`src/rtl/alarm_ctrl_if.sv`:
```
// alarm_ctrl_if: button pulses, running time and alarm status between the wall clock and the alarm scheduler.
interface alarm_ctrl_if;
  logic tick_1hz, up_pulse, down_pulse, center_pulse, mode_pulse;
  logic [4:0] cur_hour;
  logic [5:0] cur_min, cur_sec;
  logic [4:0] al_hour;
  logic [5:0] al_min;
  logic armed, ringing, snoozing, show_alarm, buzzer;
  logic [1:0] edit_field;
  modport master (
    output tick_1hz, up_pulse, down_pulse, center_pulse, mode_pulse, cur_hour, cur_min, cur_sec,
    input al_hour, al_min, armed, ringing, snoozing, show_alarm, edit_field, buzzer
  );
  modport slave (
    input tick_1hz, up_pulse, down_pulse, center_pulse, mode_pulse, cur_hour, cur_min, cur_sec,
    output al_hour, al_min, armed, ringing, snoozing, show_alarm, edit_field, buzzer
  );
endinterface

```
`src/rtl/alarm_ctrl.sv`:
```
// alarm_ctrl: alarm set-point editing, match detection, ring/snooze sequencing and buzzer gating.
// Define ALARM_SNOOZE_EN to build the SNOOZE state and its counter.
module alarm_ctrl #(
  parameter int RST_HOUR    = 6,
  parameter int RST_MIN     = 0,
  parameter int SET_TIMEOUT = 30,
  parameter int RING_SECS   = 60,
  parameter int SNOOZE_SECS = 300,
  parameter int BUZZ_HALF   = 25000
) (
  input logic clk,
  input logic rst_n,
  alarm_ctrl_if.slave bus
);
  localparam int IW = $clog2(SET_TIMEOUT) + 1;
  localparam int RW = $clog2(RING_SECS) + 1;
  localparam int DW = $clog2(BUZZ_HALF) + 1;
`ifdef ALARM_SNOOZE_EN
  localparam int SW = $clog2(SNOOZE_SECS) + 1;
  typedef enum logic [2:0] {NORMAL, SET_H, SET_M, RING, SNOOZE} state_t;
  logic [SW-1:0] snz_cnt;
  logic snz_done;
  assign snz_done = bus.tick_1hz & (snz_cnt == SW'(SNOOZE_SECS - 1));
`else
  typedef enum logic [2:0] {NORMAL, SET_H, SET_M, RING} state_t;
  assign bus.snoozing = 1'b0;
`endif
  state_t state;
  logic [IW-1:0] idle_cnt;
  logic [RW-1:0] ring_cnt;
  logic [DW-1:0] div;
  logic tone, gate, match_q, match, trig, c, m, u, d, any_btn, editing, idle_done, ring_done;
  // Decode to a single winning button: center > mode > up > down.
  assign c = bus.center_pulse;
  assign m = bus.mode_pulse & ~c;
  assign u = bus.up_pulse & ~c & ~bus.mode_pulse;
  assign d = bus.down_pulse & ~c & ~bus.mode_pulse & ~bus.up_pulse;
  assign any_btn = bus.center_pulse | bus.mode_pulse | bus.up_pulse | bus.down_pulse;
  assign editing = (state == SET_H) || (state == SET_M);
  assign match = bus.armed & (bus.cur_hour == bus.al_hour) & (bus.cur_min == bus.al_min) & (bus.cur_sec == 6'd0);
  assign trig = match & ~match_q;
  assign idle_done = bus.tick_1hz & ~any_btn & (idle_cnt == IW'(SET_TIMEOUT - 1));
  assign ring_done = bus.tick_1hz & (ring_cnt == RW'(RING_SECS - 1));
  assign bus.buzzer = tone & gate & bus.ringing;
  always_ff @(posedge clk or negedge rst_n)
    if (!rst_n) begin
      state <= NORMAL;
      bus.al_hour <= 5'(RST_HOUR);
      bus.al_min <= 6'(RST_MIN);
      bus.armed <= 1'b0;
      bus.ringing <= 1'b0;
      bus.show_alarm <= 1'b0;
      bus.edit_field <= 2'b00;
      match_q <= 1'b0;
      idle_cnt <= '0;
      ring_cnt <= '0;
      div <= '0;
      tone <= 1'b0;
      gate <= 1'b0;
`ifdef ALARM_SNOOZE_EN
      snz_cnt <= '0;
      bus.snoozing <= 1'b0;
`endif
    end else begin
      match_q <= match;
      idle_cnt <= (!editing || any_btn) ? '0 : idle_cnt + IW'(bus.tick_1hz && idle_cnt != IW'(SET_TIMEOUT));
      ring_cnt <= (state != RING) ? '0 : ring_cnt + RW'(bus.tick_1hz && ring_cnt != RW'(RING_SECS));
      // Tone, divider and gate rest in their entry values whenever not ringing.
      div <= (state != RING || div == DW'(BUZZ_HALF - 1)) ? '0 : div + DW'(1);
      tone <= (state == RING) & (tone ^ (div == DW'(BUZZ_HALF - 1)));
      gate <= (state != RING) | (gate ^ bus.tick_1hz);
`ifdef ALARM_SNOOZE_EN
      snz_cnt <= (state != SNOOZE) ? '0 : snz_cnt + SW'(bus.tick_1hz && snz_cnt != SW'(SNOOZE_SECS));
`endif
      case (state)
        NORMAL:
          if (trig) begin
            state <= RING;
            bus.ringing <= 1'b1;
          end else if (c) bus.armed <= ~bus.armed;
          else if (m) begin
            state <= SET_H;
            bus.show_alarm <= 1'b1;
            bus.edit_field <= 2'b01;
          end
        SET_H:
          if (c) begin
            state <= SET_M;
            bus.edit_field <= 2'b10;
          end else if (m || idle_done) begin
            state <= NORMAL;
            bus.show_alarm <= 1'b0;
            bus.edit_field <= 2'b00;
          end else if (u) bus.al_hour <= (bus.al_hour == 5'd23) ? 5'd0 : bus.al_hour + 5'd1;
          else if (d) bus.al_hour <= (bus.al_hour == 5'd0) ? 5'd23 : bus.al_hour - 5'd1;
        SET_M:
          if (c || m || idle_done) begin
            state <= NORMAL;
            bus.armed <= bus.armed | c;
            bus.show_alarm <= 1'b0;
            bus.edit_field <= 2'b00;
          end else if (u) bus.al_min <= (bus.al_min == 6'd59) ? 6'd0 : bus.al_min + 6'd1;
          else if (d) bus.al_min <= (bus.al_min == 6'd0) ? 6'd59 : bus.al_min - 6'd1;
        RING:
          if (c) begin
            state <= NORMAL;
            bus.ringing <= 1'b0;
`ifdef ALARM_SNOOZE_EN
          end else if (u || d) begin
            state <= SNOOZE;
            bus.ringing <= 1'b0;
            bus.snoozing <= 1'b1;
`endif
          end else if (ring_done) begin
            state <= NORMAL;
            bus.ringing <= 1'b0;
          end
`ifdef ALARM_SNOOZE_EN
        SNOOZE:
          if (c) begin
            state <= NORMAL;
            bus.snoozing <= 1'b0;
          end else if (snz_done) begin
            state <= RING;
            bus.snoozing <= 1'b0;
            bus.ringing <= 1'b1;
          end
`endif
        default: state <= NORMAL;
      endcase
    end
endmodule

```
`src/flat_wrapper.sv`:
```
// flat-port wrapper written by rule: the top's interface ports become plain ports
module alarm_ctrl_flat 
#(
  parameter int RST_HOUR    = 6,
  parameter int RST_MIN     = 0,
  parameter int SET_TIMEOUT = 30,
  parameter int RING_SECS   = 60,
  parameter int SNOOZE_SECS = 300,
  parameter int BUZZ_HALF   = 25000
)
  (clk, rst_n, bus_tick_1hz, bus_up_pulse, bus_down_pulse, bus_center_pulse, bus_mode_pulse, bus_cur_hour, bus_cur_min, bus_cur_sec, bus_al_hour, bus_al_min, bus_armed, bus_ringing, bus_snoozing, bus_show_alarm, bus_edit_field, bus_buzzer);
  alarm_ctrl_if bus_i ();
  input logic clk;
  input logic rst_n;
  input wire logic [$bits(bus_i.tick_1hz)-1:0] bus_tick_1hz;
  input wire logic [$bits(bus_i.up_pulse)-1:0] bus_up_pulse;
  input wire logic [$bits(bus_i.down_pulse)-1:0] bus_down_pulse;
  input wire logic [$bits(bus_i.center_pulse)-1:0] bus_center_pulse;
  input wire logic [$bits(bus_i.mode_pulse)-1:0] bus_mode_pulse;
  input wire logic [$bits(bus_i.cur_hour)-1:0] bus_cur_hour;
  input wire logic [$bits(bus_i.cur_min)-1:0] bus_cur_min;
  input wire logic [$bits(bus_i.cur_sec)-1:0] bus_cur_sec;
  output wire logic [$bits(bus_i.al_hour)-1:0] bus_al_hour;
  output wire logic [$bits(bus_i.al_min)-1:0] bus_al_min;
  output wire logic [$bits(bus_i.armed)-1:0] bus_armed;
  output wire logic [$bits(bus_i.ringing)-1:0] bus_ringing;
  output wire logic [$bits(bus_i.snoozing)-1:0] bus_snoozing;
  output wire logic [$bits(bus_i.show_alarm)-1:0] bus_show_alarm;
  output wire logic [$bits(bus_i.edit_field)-1:0] bus_edit_field;
  output wire logic [$bits(bus_i.buzzer)-1:0] bus_buzzer;
  assign bus_i.tick_1hz = bus_tick_1hz;
  assign bus_i.up_pulse = bus_up_pulse;
  assign bus_i.down_pulse = bus_down_pulse;
  assign bus_i.center_pulse = bus_center_pulse;
  assign bus_i.mode_pulse = bus_mode_pulse;
  assign bus_i.cur_hour = bus_cur_hour;
  assign bus_i.cur_min = bus_cur_min;
  assign bus_i.cur_sec = bus_cur_sec;
  assign bus_al_hour = bus_i.al_hour;
  assign bus_al_min = bus_i.al_min;
  assign bus_armed = bus_i.armed;
  assign bus_ringing = bus_i.ringing;
  assign bus_snoozing = bus_i.snoozing;
  assign bus_show_alarm = bus_i.show_alarm;
  assign bus_edit_field = bus_i.edit_field;
  assign bus_buzzer = bus_i.buzzer;
  alarm_ctrl #(.RST_HOUR(RST_HOUR), .RST_MIN(RST_MIN), .SET_TIMEOUT(SET_TIMEOUT), .RING_SECS(RING_SECS), .SNOOZE_SECS(SNOOZE_SECS), .BUZZ_HALF(BUZZ_HALF)) u_core (.clk(clk), .rst_n(rst_n), .bus(bus_i));
endmodule
```
`config.mk`:
```
export PLATFORM = sky130hd
export DESIGN_NAME = alarm_ctrl_flat
export DESIGN_NICKNAME = d
export VERILOG_FILES = /design/src/rtl/alarm_ctrl_if.sv /design/src/rtl/alarm_ctrl.sv /design/src/flat_wrapper.sv
export SDC_FILE = /design/constraint.sdc
export NUM_CORES = 1
export LEC_CHECK = 0
export ABC_AREA = 1
export BUFFER_PORTS_ARGS = -buffer_cell sky130_fd_sc_hd__buf_2
export CORE_MARGIN = 1
export CORE_UTILIZATION = 35
export DETAILED_ROUTE_END_ITERATION = 10
export REMOVE_ABC_BUFFERS = 1
export SLEW_MARGIN = 10
export SYNTH_ARGS = -nofsm -noshare
export SYNTH_HDL_FRONTEND = slang
export SYNTH_SLANG_ARGS = --single-unit
```
`constraint.sdc`:
```
create_clock -name clk -period 4.3 [get_ports clk]
set_input_delay 0.86 -clock clk [delete_from_list [all_inputs] [get_ports clk]]
set_output_delay 0.86 -clock clk [all_outputs]
set_load 0.1 [all_outputs]
```
### After elaboration in Yosys (flattened, before gate mapping)

Index checks and enable logic that the tools add are counted.
W data, S select, Z words.

| operators by class | value |
|---|---|
| add/sub/neg operators | 7 |
| eq/ne operators | 25 |
| multiplexer cells | 42 |
| bitwise operators | 31 |
| reductions and logical operators | 24 |

Operator list:

| kind | count |
|---|---|
| $mux W6 | 5 |
| $mux W3 | 8 |
| $mux W5 | 4 |
| $add A16 B1 Y16 const B | 1 |
| $and A1 B1 Y1 | 16 |
| $eq A16 B15 Y1 const B | 1 |
| $mux W16 | 1 |
| $logic_not A6 Y1 | 2 |
| $mux W1 | 12 |
| $mux W2 | 6 |
| $ne A2 B2 Y1 const B | 6 |
| $pmux W3 S4 | 1 |
| $ne A3 B2 Y1 const B | 3 |
| $not A1 Y1 | 8 |
| $reduce_and A4 Y1 | 2 |
| $add A7 B1 Y7 | 1 |
| $eq A7 B6 Y1 const B | 1 |
| $mux W7 | 1 |
| $ne A7 B6 Y1 const B | 1 |
| $reduce_and A7 Y1 | 1 |
| $add A6 B1 Y6 | 1 |
| $add A6 B1 Y6 const B | 1 |
| $eq A3 B2 Y1 const B | 2 |
| $eq A6 B5 Y1 const B | 1 |
| 27 further kinds | 43 |

| word-level totals | value |
|---|---|
| bits in registers | 51 |
| bits of input ports | 24 |
| output and inout port bits | 18 |
| logic and storage cells | 142 |

### Logic depth before layout (Yosys ltp)

Gate-level depths: netlist (run 1).

| depth | value |
|---|---|
| depth in word-level cells | 10 |
| gate-level depth with buffers | 12 |
| gate-level depth less buffers | 12 |

### Worst setup path after synthesis (run 1)

Ideal clock, no wire load.

| timing | value |
|---|---|
| path type | reg-to-output |
| from | register u_core.bus.ringing |
| to | output bus_buzzer |
| arrival | 2.306 ns |
| required time | 3.440 ns |
| path slack | 1.134 ns |
| cell stages (with the launch flop) | 3 |
| path buffers | 0 |
| cell sequence | dfrtp_1 -> nand2_1 -> nor2_1 |

| on the way | value |
|---|---|
| word-level cells in the longest chain between the ends | 1 |

RTL lines:

| what | RTL line | RTL |
|---|---|---|
| start, declared | alarm_ctrl_if.sv:16 | `output al_hour, al_min, armed, ringing, snoozing, show_alarm, edit_field, buzzer` |
| start signal, assigned | alarm_ctrl.sv:51 | `bus.ringing <= 1'b0;` |
| start signal, assigned | alarm_ctrl.sv:79 | `bus.ringing <= 1'b1;` |
| start signal, assigned | alarm_ctrl.sv:107 | `bus.ringing <= 1'b0;` |
| $and A1 B1 Y1 | alarm_ctrl.sv:44 | `assign bus.buzzer = tone & gate & bus.ringing;` |
| end, declared | flat_wrapper.sv:30 | `output wire logic [$bits(bus_i.buzzer)-1:0] bus_buzzer;` |

Every way passes these cells.

### Final worst setup path (run 1)

| timing | value |
|---|---|
| from | register u_core.bus.al_hour[2] |
| to | output bus_al_hour[2] |

RTL lines:

| what | RTL line | RTL |
|---|---|---|
| start, declared | alarm_ctrl_if.sv:16 |  |
| start signal, assigned | alarm_ctrl.sv:48 | `bus.al_hour <= 5'(RST_HOUR);` |
| start signal, assigned | alarm_ctrl.sv:94 | `end else if (u) bus.al_hour <= (bus.al_hour == 5'd23) ? 5'd0 : bus.al_hour + 5'd1;` |
| start signal, assigned | alarm_ctrl.sv:95 | `else if (d) bus.al_hour <= (bus.al_hour == 5'd0) ? 5'd23 : bus.al_hour - 5'd1;` |
| end, declared | flat_wrapper.sv:23 | `output wire logic [$bits(bus_i.al_hour)-1:0] bus_al_hour;` |

No word-level cell between the ends.

==> summary.md, run 1 <==
| Metric | Value |
|---|---|
| Cts hold-fix bufs | `0` |
| Finish-stage setup viols | `0` |
| RD Place Congestion | `about 0.84` |
| Cell taking the most area after synthesis | `sky130_fd_sc_hd__dfrtp_1` |
| Vias post-DR | `2918` |
| Detailed-routing wirelength on met1 | `3.41 mm` |
| Register-to-register setup slack | `2.50 ns` |
| Residual antenna-violating net count after detailed routing | `0` |
| Area added between synthesis and finish | `12.6%` |
| Final Hold Slack | `0.484 ns` |
| FF+latch count, synth | `50` |
| Share of synthesized area occupied by flip-flops and latches | `~38%` |
| Minimum clock period after layout | `between 2 and 2.5 ns` |
| Required time at the endpoint of the critical path | `between 3 and 4 ns` |
| Number of enable flip-flop cells after synthesis | `0` |
| Skew final | `0.00730 ns` |
| Via count of the first global-routing pass | `about 2.8k` |
| Synthesized instance count | `455` |
| Buffers from clock root to sink, at most | `2` |
| Class of the tightest hold or removal check | `flop to flop` |
| Buffers and inverters on the worst path | `1` |
| Number of clock sinks | `50` |
| Highest cell delay on the worst timing path | `0.63 ns` |
| Full die area | `roughly 9900 um^2` |
| Launch point of the worst reg-to-reg path | `u_core.ring_cnt[2]` |
| Total iterations of the first detailed-routing run | `4` |
| Met2 wire length | `3.40 mm` |
| Starting Density | `36.1%` |
| Largest fanout of any net on the critical path | `8` |
| Met3 wire len | `between 100 and 150 um` |
| Max Cap Viol | `0` |
| First-pass GRT wire length | `12.7 mm` |
| Setup repair after global routing missed its margin | `false` |
| Layout Nets | `~530` |
| Antenna violations before repair | `0` |
| Hold Vio Cnt, Final | `0` |
| Headroom to the max-slew limit | `58.1%` |
| CTS clock-pin slew for the worst setup and hold paths | `0.09 ns` |
| Pwr Density | `627 nW/um^2` |
| Site Rows | `35` |
| Fraction of layout instances using a drive strength above 1 | `18.8%` |
| Power consumption | `roughly 2.4 mW` |
| Worst Tran Pin Value | `0.629 ns` |
| Final Max Tran Viols | `0` |
| Stages on the worst setup path | `1` |
| Kind of start point of the critical path | `flop` |
| DPL Wire Length | `5.39 mm` |
| Die Span Y | `99.7 um` |
| Post-CTS Repair Setup Buffers | `0` |
| Routed wire length per instance | `11.2 um` |
| Reg2Reg Depth | `9` |
| Post-synth top cells | `sky130_fd_sc_hd__nand2_1 (104), sky130_fd_sc_hd__inv_1 (59), sky130_fd_sc_hd__nor2_1 (51)` |
| FMAX | `446 MHz` |
| Global-route congestion overflow total | `0` |
| # DRC | `0` |
| Num CTS Buffers | `5` |
| Uppermost layer routed | `met4` |
| Top-count cell post-synth | `sky130_fd_sc_hd__nand2_1` |
| Most area-consuming cells after synthesis | `sky130_fd_sc_hd__dfrtp_1 (36%), sky130_fd_sc_hd__nand2_1 (12%), sky130_fd_sc_hd__inv_1 (6.6%)` |
| Result of the run | `completed` |
| Worst reg2reg path endpoint | `u_core.ring_cnt[6]` |
| Buffers added on ports | `40` |
| Crit end category | `primary output` |
| Die X-Extent | `99.7 um` |
| Via density per instance | `4.67` |
| Core region area | `9240 um^2` |
| # diodes | `0` |
| Type of the worst setup path | `flop to primary output` |
| Level count of the clock H-tree | `2` |
| Timing startpoint of the critical path | `u_core.bus.al_hour[2]` |
| Top flip-flop cell by instance count after synthesis | `sky130_fd_sc_hd__dfrtp_1` |
| Static Leakage | `between 1.5 and 2 nW` |
| Final Routed Wirelength | `6.98 mm` |
| Critical-path top delay cell | `sky130_fd_sc_hd__dfstp_2` |
| TritonCTS clock tree | `yes` |
| Asr flop ratio synth | `100%` |
| IR Drop Worst-Case VDD | `0.334 mV` |
| CTS-repair resized insts | `0` |
| End point of the critical path | `bus_al_hour[2]` |
| Pin count of the biggest net entering global routing | `between 50 and 60` |
| Critical hold path startpoint | `u_core.div[0]` |
| Cell-by-cell listing of the critical path | `buf_2` |
| Final cycle utilization of the critical path | `between 50 and 60%` |
| Arrival time at the worst endpoint | `1.38 ns` |
| Setup TNS | `0 ns` |
| Dominant delay contributor by cell family on the critical path | `flip-flops` |
| Violation count after the first detailed-route iteration | `142` |
| Share of the core filled with cells in the final layout | `40.7%` |
| Top Ports | `42` |
| Insertion delay to the later sink of the worst-skew pair | `~0.30 ns` |
| CTS Root Cell | `sky130_fd_sc_hd__clkbuf_8` |
| Synthesized cell area | `3340 um^2` |
| Overall fraction of global-route tracks in use | `between 15 and 20%` |
| Synth top area share | `36.0%` |
| Average footprint of a synthesized cell | `between 7 and 8 um^2` |
| Post-synth cell types | `37` |
| Yosys synthesis warning count | `0` |
[cell families after synthesis]
group / after synthesis / synth area share, %
AOI/OAI and AO/OA: 46 / 7.27
xor gates and xnor gates: 18 / 4.95
adders and majority gates: 14 / 5.25
buffers and inverters: 79 / 9.71
DFF: 50 / 37.6
muxes: 1 / 0.300
other: 1 / 0.112
and+or+nand+nor: 246 / 34.9
[stage by stage]
| stage | area [um^2] | setup WS, ns | std cells |
|---|---|---|---|
| after floorplan | 3280 | 1.13 | 447 |
| after global placement | 3650 | 2.12 | 617 |
| after detailed placement | 3650 | 2.04 | 617 |
| after CTS | 3760 | 2.03 | 625 |
| after global routing | 3760 | 2.00 | 625 |
| final | 3760 | 2.06 | 625 |
[layer usage]
metal / GRT usage [%] / up-vias
met5: 0 / -
met2: 26.1 / 28
li1: - / 1511
met3: 2.04 / 2
met4: 2.71 / 0
met1: 21.4 / 1377
[flip-flops by register name (all words and copies together) (netlist names)]
register               count
u_core.bus.edit_field      2
u_core.bus.armed           1
u_core.match_q             1
u_core.state               2
u_core.tone                1
u_core.bus.show_alarm      1
u_core.bus.al_hour         5
u_core.div                16
u_core.ring_cnt            7
u_core.gate                1
u_core.bus.al_min          6
u_core.bus.ringing         1
u_core.idle_cnt            6
[power by group]
| part | internal [mW] | total (mW) | switching [mW] |
|---|---|---|---|
| clock | 0.174 | 0.331 | 0.157 |
| combinational | 0.317 | 1.32 | 1.01 |
| sequential | 0.566 | 0.703 | 0.138 |
| total | 1.06 | 2.36 | 1.30 |
[layout make-up]
| cell class | instances | area (um^2) |
|---|---|---|
| repair buffers | 41 | 208 |
| inverters | 71 | 267 |
| multi-input cells | 326 | 1760 |
| flip-flops and latches | 50 | 1250 |
| clock inverters | 2 | 37.5 |
| fillers | 975 | 5480 |
| well taps | 129 | 161 |
| clock buffers | 6 | 72.6 |
[placed cells by master (no fill, tap or decap), types with 2 or more instances in the layout]
cell type / Yosys / final
sky130_fd_sc_hd__nor3b_1: 5 / 5
sky130_fd_sc_hd__nand3_1: 27 / 27
sky130_fd_sc_hd__and3_1: 2 / 2
sky130_fd_sc_hd__nor2_4: 2 / 2
sky130_fd_sc_hd__a21oi_1: 16 / 16
sky130_fd_sc_hd__nor3_1: 15 / 15
sky130_fd_sc_hd__inv_2: 11 / 11
sky130_fd_sc_hd__xnor2_1: 7 / 7
sky130_fd_sc_hd__o211ai_1: 2 / 2
sky130_fd_sc_hd__nor4_1: 3 / 3
sky130_fd_sc_hd__nand3_2: 3 / 3
sky130_fd_sc_hd__dfstp_2: 2 / 2
sky130_fd_sc_hd__nor2_2: 9 / 9
sky130_fd_sc_hd__buf_2: 4 / 40
sky130_fd_sc_hd__nand4_1: 8 / 8
sky130_fd_sc_hd__ha_1: 14 / 14
sky130_fd_sc_hd__xor2_1: 10 / 10
sky130_fd_sc_hd__o21ai_0: 16 / 16
sky130_fd_sc_hd__nand2_1: 104 / 104
sky130_fd_sc_hd__dfrtp_1: 48 / 48
sky130_fd_sc_hd__clkbuf_8: 0 / 5
sky130_fd_sc_hd__nor2_1: 51 / 51
sky130_fd_sc_hd__nor3b_2: 2 / 2
sky130_fd_sc_hd__nand2_2: 12 / 12
sky130_fd_sc_hd__o21ai_1: 9 / 9
sky130_fd_sc_hd__inv_1: 59 / 59
[worst min path at each step]
stage / slack [ns] / cells past startpoint / endpoint
2_1_floorplan: 0.43 / 1 / u_core.div[0]
3_3_place_gp: 0.45 / 1 / u_core.div[0]
3_5_place_dp: 0.47 / 1 / u_core.div[0]
4_1_cts: 0.48 / 1 / u_core.div[0]
5_1_grt: 0.51 / 1 / u_core.div[0]
6_report: 0.48 / 1 / u_core.div[0]
Note: power is estimated with default switching activity, not from simulation.
==> inputs of run 2 (changes only) <==
clock period = 2 ns   (was 4.3 ns; I/O delays follow)
==> summary.md, run 2 (synthesized netlist as in run 1, its figures left out) <==
| Metric | Value |
|---|---|
| Result of the run | `completed` |
| Die Span Y | `roughly 100 um` |
| Site Rows | `35` |
| Via count of the first global-routing pass | `~2.8k` |
| Setup repair after global routing missed its margin | `false` |
| TritonCTS clock tree | `yes` |
| Layout Nets | `534` |
| Crit end category | `primary output` |
| DPL Wire Length | `about 5.5 mm` |
| Launch point of the worst reg-to-reg path | `u_core.ring_cnt[2]` |
| Buffers added on ports | `40` |
| Finish-stage setup viols | `0` |
| # DRC | `0` |
| Pwr Density | `about 1300 nW/um^2` |
| Buffers and inverters on the worst path | `1` |
| Reg2Reg Depth | `9` |
| Top Ports | `42` |
| Area added between synthesis and finish | `13.3%` |
| FMAX | `about 550 MHz` |
| Level count of the clock H-tree | `2` |
| CTS clock-pin slew for the worst setup and hold paths | `0.09 ns` |
| Global-route congestion overflow total | `0` |
| Final cycle utilization of the critical path | `about nine tenths` |
| Commonest cells after routing, fill and taps aside | `sky130_fd_sc_hd__nand2_1 (104), sky130_fd_sc_hd__inv_1 (59), sky130_fd_sc_hd__nor2_1 (51)` |
| Area of the multi-input gates | `1770 um^2` |
| Core region area | `9240 um^2` |
| Via density per instance | `4.69` |
| Placed standard-cell area | `between 3000 and 4000 um^2` |
| Starting Density | `36.1%` |
| Design area | `~3800 um^2` |
| Number of clock sinks | `50` |
| Filler cell count in the final layout | `984` |
| Overall fraction of global-route tracks in use | `~16%` |
| Worst reg2reg path endpoint | `u_core.ring_cnt[6]` |
| Antenna violations before repair | `0` |
| Post-route insts no fill | `626` |
| Critical-path top delay cell | `sky130_fd_sc_hd__dfstp_2` |
| Max FFs per register | `16` |
| Violation count after the first detailed-route iteration | `131` |
| Total area of sequential cells | `1250 um^2` |
| Reg with most FFs | `u_core.div` |
| Register-to-register setup slack | `0.25 ns` |
| Cell-by-cell listing of the critical path | `buf_2` |
| IR Drop Worst-Case VDD | `just under 0.8 mV` |
| Pin count of the biggest net entering global routing | `51` |
| Commonest non-fill, non-tap cell in the layout | `sky130_fd_sc_hd__nand2_1` |
| Cts hold-fix bufs | `0` |
| Full die area | `9930 um^2` |
| Arrival time at the worst endpoint | `around 1.4 ns` |
| Largest registers | `u_core.div x16, u_core.ring_cnt x7` |
| Largest fanout of any net on the critical path | `8` |
| Required time at the endpoint of the critical path | `1.60 ns` |
| Final Routed Wirelength | `7.03 mm` |
| Kind of start point of the critical path | `flop` |
| # diodes | `0` |
| Cell count after placement | `618` |
| Highest cell delay on the worst timing path | `0.63 ns` |
| Die X-Extent | `99.7 um` |
| Num CTS Buffers | `5` |
| Fraction of layout instances using a drive strength above 1 | `a little under a fifth` |
| Stages on the worst setup path | `1` |
| Type of the worst setup path | `flop to primary output` |
| RD Place Congestion | `approximately 0.85` |
| Insertion delay to the later sink of the worst-skew pair | `0.30 ns` |
| Max Cap Viol | `0` |
| Routed wire length per instance | `11.2 um` |
| Skew final | `around 0.0042 ns` |
| Hold Vio Cnt, Final | `0` |
| Buffers from clock root to sink, at most | `2` |
| Minimum clock period after layout | `1.80 ns` |
| Residual antenna-violating net count after detailed routing | `0` |
| First-pass GRT wire length | `between 10 and 15 mm` |
| Dominant delay contributor by cell family on the critical path | `flip-flops` |
| CTS Root Cell | `sky130_fd_sc_hd__clkbuf_8` |
| Static Leakage | `1.88 nW` |
| Final Max Tran Viols | `0` |
| Total iterations of the first detailed-routing run | `4` |
| Class of the tightest hold or removal check | `primary input to async pin` |
| Vias post-DR | `2934` |
==> run 2: area by class of cell <==
class                      count  area share (%)
multi-input combinational    326            46.7
sequential                    50            33.2
inverter                      71            7.05
timing repair buffer          42            6.02
tap                          129            4.27
clock buffer                   7            2.02
clock inverter                 1           0.794
==> run 2: per-layer routing <==
metal	routed length, um	global-route usage [%]	up-vias
met3	185	2.25	9
met1	3470	20.8	1367
li1	-	-	1519
met2	3270	25.5	39
met4	100	5.32	0
met5	0	0	-
==> run 2: where the power goes <==
part	total, mW	switching [mW]	leakage (nW)	internal, mW
registers	1.52	0.302	0.657	1.22
clock network	0.715	0.341	0.0524	0.375
logic	2.85	2.16	1.17	0.690
==> run 2: how the worst max path moves through the flow <==
stage	end	slack, ns	start
floorplan	bus_buzzer	-0.71	u_core.bus.ringing
global placement	u_core.ring_cnt[6]	0.28	bus_tick_1hz
detailed placement	u_core.ring_cnt[6]	0.18	bus_tick_1hz
CTS	bus_al_hour[2]	0.19	u_core.bus.al_hour[2]
global route	u_core.ring_cnt[6]	0.05	u_core.ring_cnt[2]
finish	bus_al_hour[2]	0.20	u_core.bus.al_hour[2]
==> run 2: what timing repair did <==
item                       4_1_cts  5_1_grt
buffers inserted                 0        0
setup endpoints to repair        0        1
resized for setup                0        1
==> run 2: per-stage QoR <==
step | setup slack, ns | setup TNS [ns] | hold WS [ns] | total power, mW | util, %
3_3_place_gp | 0.277 | 0 | 0.413 | 4.36 | 39.7
5_1_grt | 0.0499 | 0 | 0.0774 | 5.44 | 40.9
3_5_place_dp | 0.182 | 0 | 0.413 | 4.40 | 39.7
6_report | 0.198 | 0 | 0.0663 | 5.08 | 40.9
2_1_floorplan | -0.706 | -0.883 | 0.104 | 3.83 | -
4_1_cts | 0.185 | 0 | 0.0734 | 5.12 | 40.9
==> inputs of run 3 (changes only) <==
PLACE_DENSITY_LB_ADDON = 0.05   (was unset)
RECOVER_POWER = 100   (was unset)
clock period = 2.3 ns   (was 2 ns; I/O delays follow)
==> summary.md, run 3 (synthesized netlist as in run 1, its figures left out) <==
| Metric | Value |
|---|---|
| Die Span Y | `99.7 um` |
| Timing startpoint of the critical path | `u_core.bus.edit_field[1]` |
| Routed wire length per instance | `approximately 12 um` |
| Class of the tightest hold or removal check | `primary input to async pin` |
| Starting Density | `36.1%` |
| Critical-path top delay cell | `sky130_fd_sc_hd__clkbuf_1` |
| Core region area | `9240 um^2` |
| Fraction of layout instances using a drive strength above 1 | `between 10% and 20%` |
| Hold Vio Cnt, Final | `0` |
| Total iterations of the first detailed-routing run | `4` |
| Power consumption | `approximately 4.3 mW` |
| Cts hold-fix bufs | `0` |
| Cell count after placement | `619` |
| CTS clock-pin slew for the worst setup and hold paths | `0.10 ns` |
| Filler cell count in the final layout | `984` |
| Level count of the clock H-tree | `2` |
| Post-CTS Repair Setup Buffers | `0` |
| Site Rows | `35` |
| Final Max Tran Viols | `0` |
| Buffers and inverters on the worst path | `1` |
| Finish-stage setup viols | `0` |
| Insertion delay to the later sink of the worst-skew pair | `a little over 0.3 ns` |
| Largest fanout of any net on the critical path | `2` |
| Overall fraction of global-route tracks in use | `between 15 and 20%` |
| RD Place Congestion | `between 0.8 and 0.9` |
| Number of clock sinks | `50` |
| First-pass GRT wire length | `13.3 mm` |
| Full die area | `9930 um^2` |
| Final Routed Wirelength | `7.41 mm` |
| Pin count of the biggest net entering global routing | `26` |
| CTS Root Cell | `sky130_fd_sc_hd__clkbuf_8` |
| DPL Wire Length | `5.88 mm` |
| Buffers added on ports | `40` |
| CTS-repair resized insts | `0` |
| IR Drop Worst-Case VDD | `0.898 mV` |
| Crit end category | `primary output` |
| Layout Nets | `~540` |
| Highest cell delay on the worst timing path | `0.87 ns` |
| Antenna violations before repair | `0` |
| FMAX | `496 MHz` |
| # diodes | `0` |
| Share of the core filled with cells in the final layout | `40.0%` |
| Kind of start point of the critical path | `flop` |
| Arrival time at the worst endpoint | `~1.6 ns` |
| Setup TNS | `0 ns` |
| # DRC | `0` |
| Max Cap Viol | `0` |
| Residual antenna-violating net count after detailed routing | `0` |
| Commonest non-fill, non-tap cell in the layout | `sky130_fd_sc_hd__nand2_1` |
| Type of the worst setup path | `flop to primary output` |
| Reg with most FFs | `u_core.div` |
| Vias post-DR | `approximately 2.9k` |
| Die X-Extent | `~100 um` |
| Minimum clock period after layout | `2.02 ns` |
| Headroom to the max-slew limit | `roughly 5.6%` |
| Final cycle utilization of the critical path | `87.7%` |
| Post-route insts no fill | `~630` |
| Top Ports | `42` |
| Pwr Density | `around 1200 nW/um^2` |
| Launch point of the worst reg-to-reg path | `u_core.bus.al_hour[1]` |
| Area added between synthesis and finish | `10.8%` |
| Dominant delay contributor by cell family on the critical path | `buffers and inverters` |
| Result of the run | `completed` |
| Buffers from clock root to sink, at most | `2` |
| Cell-by-cell listing of the critical path | `clkbuf_1` |
| Static Leakage | `roughly 1.8 nW` |
| Via count of the first global-routing pass | `between 2k and 3k` |
| Setup repair after global routing missed its margin | `false` |
| Max FFs per register | `16` |
| Num CTS Buffers | `5` |
| Violation count after the first detailed-route iteration | `143` |
| Worst Tran Pin Value | `1.42 ns` |
| Global-route congestion overflow total | `0` |
| Commonest cells after routing, fill and taps aside | `sky130_fd_sc_hd__nand2_1 (109), sky130_fd_sc_hd__inv_1 (61), sky130_fd_sc_hd__nor2_1 (52)` |
| Via density per instance | `approximately 4.6` |
| Largest registers | `u_core.div x16, u_core.ring_cnt x7` |
| Skew final | `0.0137 ns` |
| TritonCTS clock tree | `yes` |
| Required time at the endpoint of the critical path | `1.84 ns` |
run 3: cell types whose count changed in the layout (fill, tap and decap cells not counted), moves of 5 or more:
cell                       before  now
sky130_fd_sc_hd__buf_2         40   22
sky130_fd_sc_hd__nand2_1      104  109
sky130_fd_sc_hd__clkbuf_2       0   16
sky130_fd_sc_hd__nand2_2       12    7
run 3: final timing paths:
path	end	slack, ns	depth (start not counted)
hold reg to reg	u_core.div[0]	0.47	1
max in group asynchronous	u_core.idle_cnt[0]	0.57	2
min in group clk	u_core.div[0]	0.47	1
setup / recovery	bus_edit_field[1]	0.28	1
setup reg to reg	u_core.bus.ringing	0.40	11
hold / removal	u_core.idle_cnt[2]	0.46	1
run 3: layer usage:
layer	vias up	share of wire, %	GRT usage [%]
met5	-	0	0
met4	0	1.2	4.75
met3	9	4.1	2.88
met2	50	45	27.5
met1	1337	50	22.6
li1	1519	-	-
run 3: through the flow:
stage	instance area (um^2)	worst slack [ns]	hold WS, ns
global route	3700	0.176	0.488
global placement	3660	0.531	0.455
finish	3700	0.284	0.465
floorplan	3280	-0.466	0.164
detailed placement	3660	0.467	0.457
CTS	3760	0.443	0.182
run 3: layout make-up:
class	count	area (um^2)	area share (%)
timing repair buffer	43	213	5.75
clock inverter	2	12.5	0.338
clock buffer	6	82.6	2.23
sequential	50	1250	33.9
multi-input combinational	326	1710	46.2
tap	129	161	4.36
inverter	71	267	7.20
run 3: where the power goes:
part           switching, mW  leakage, nW  internal (mW)
registers              0.267        0.657           1.05
logic                   1.86         1.14          0.575
clock network          0.309       0.0472          0.243
total                   2.44         1.85           1.87
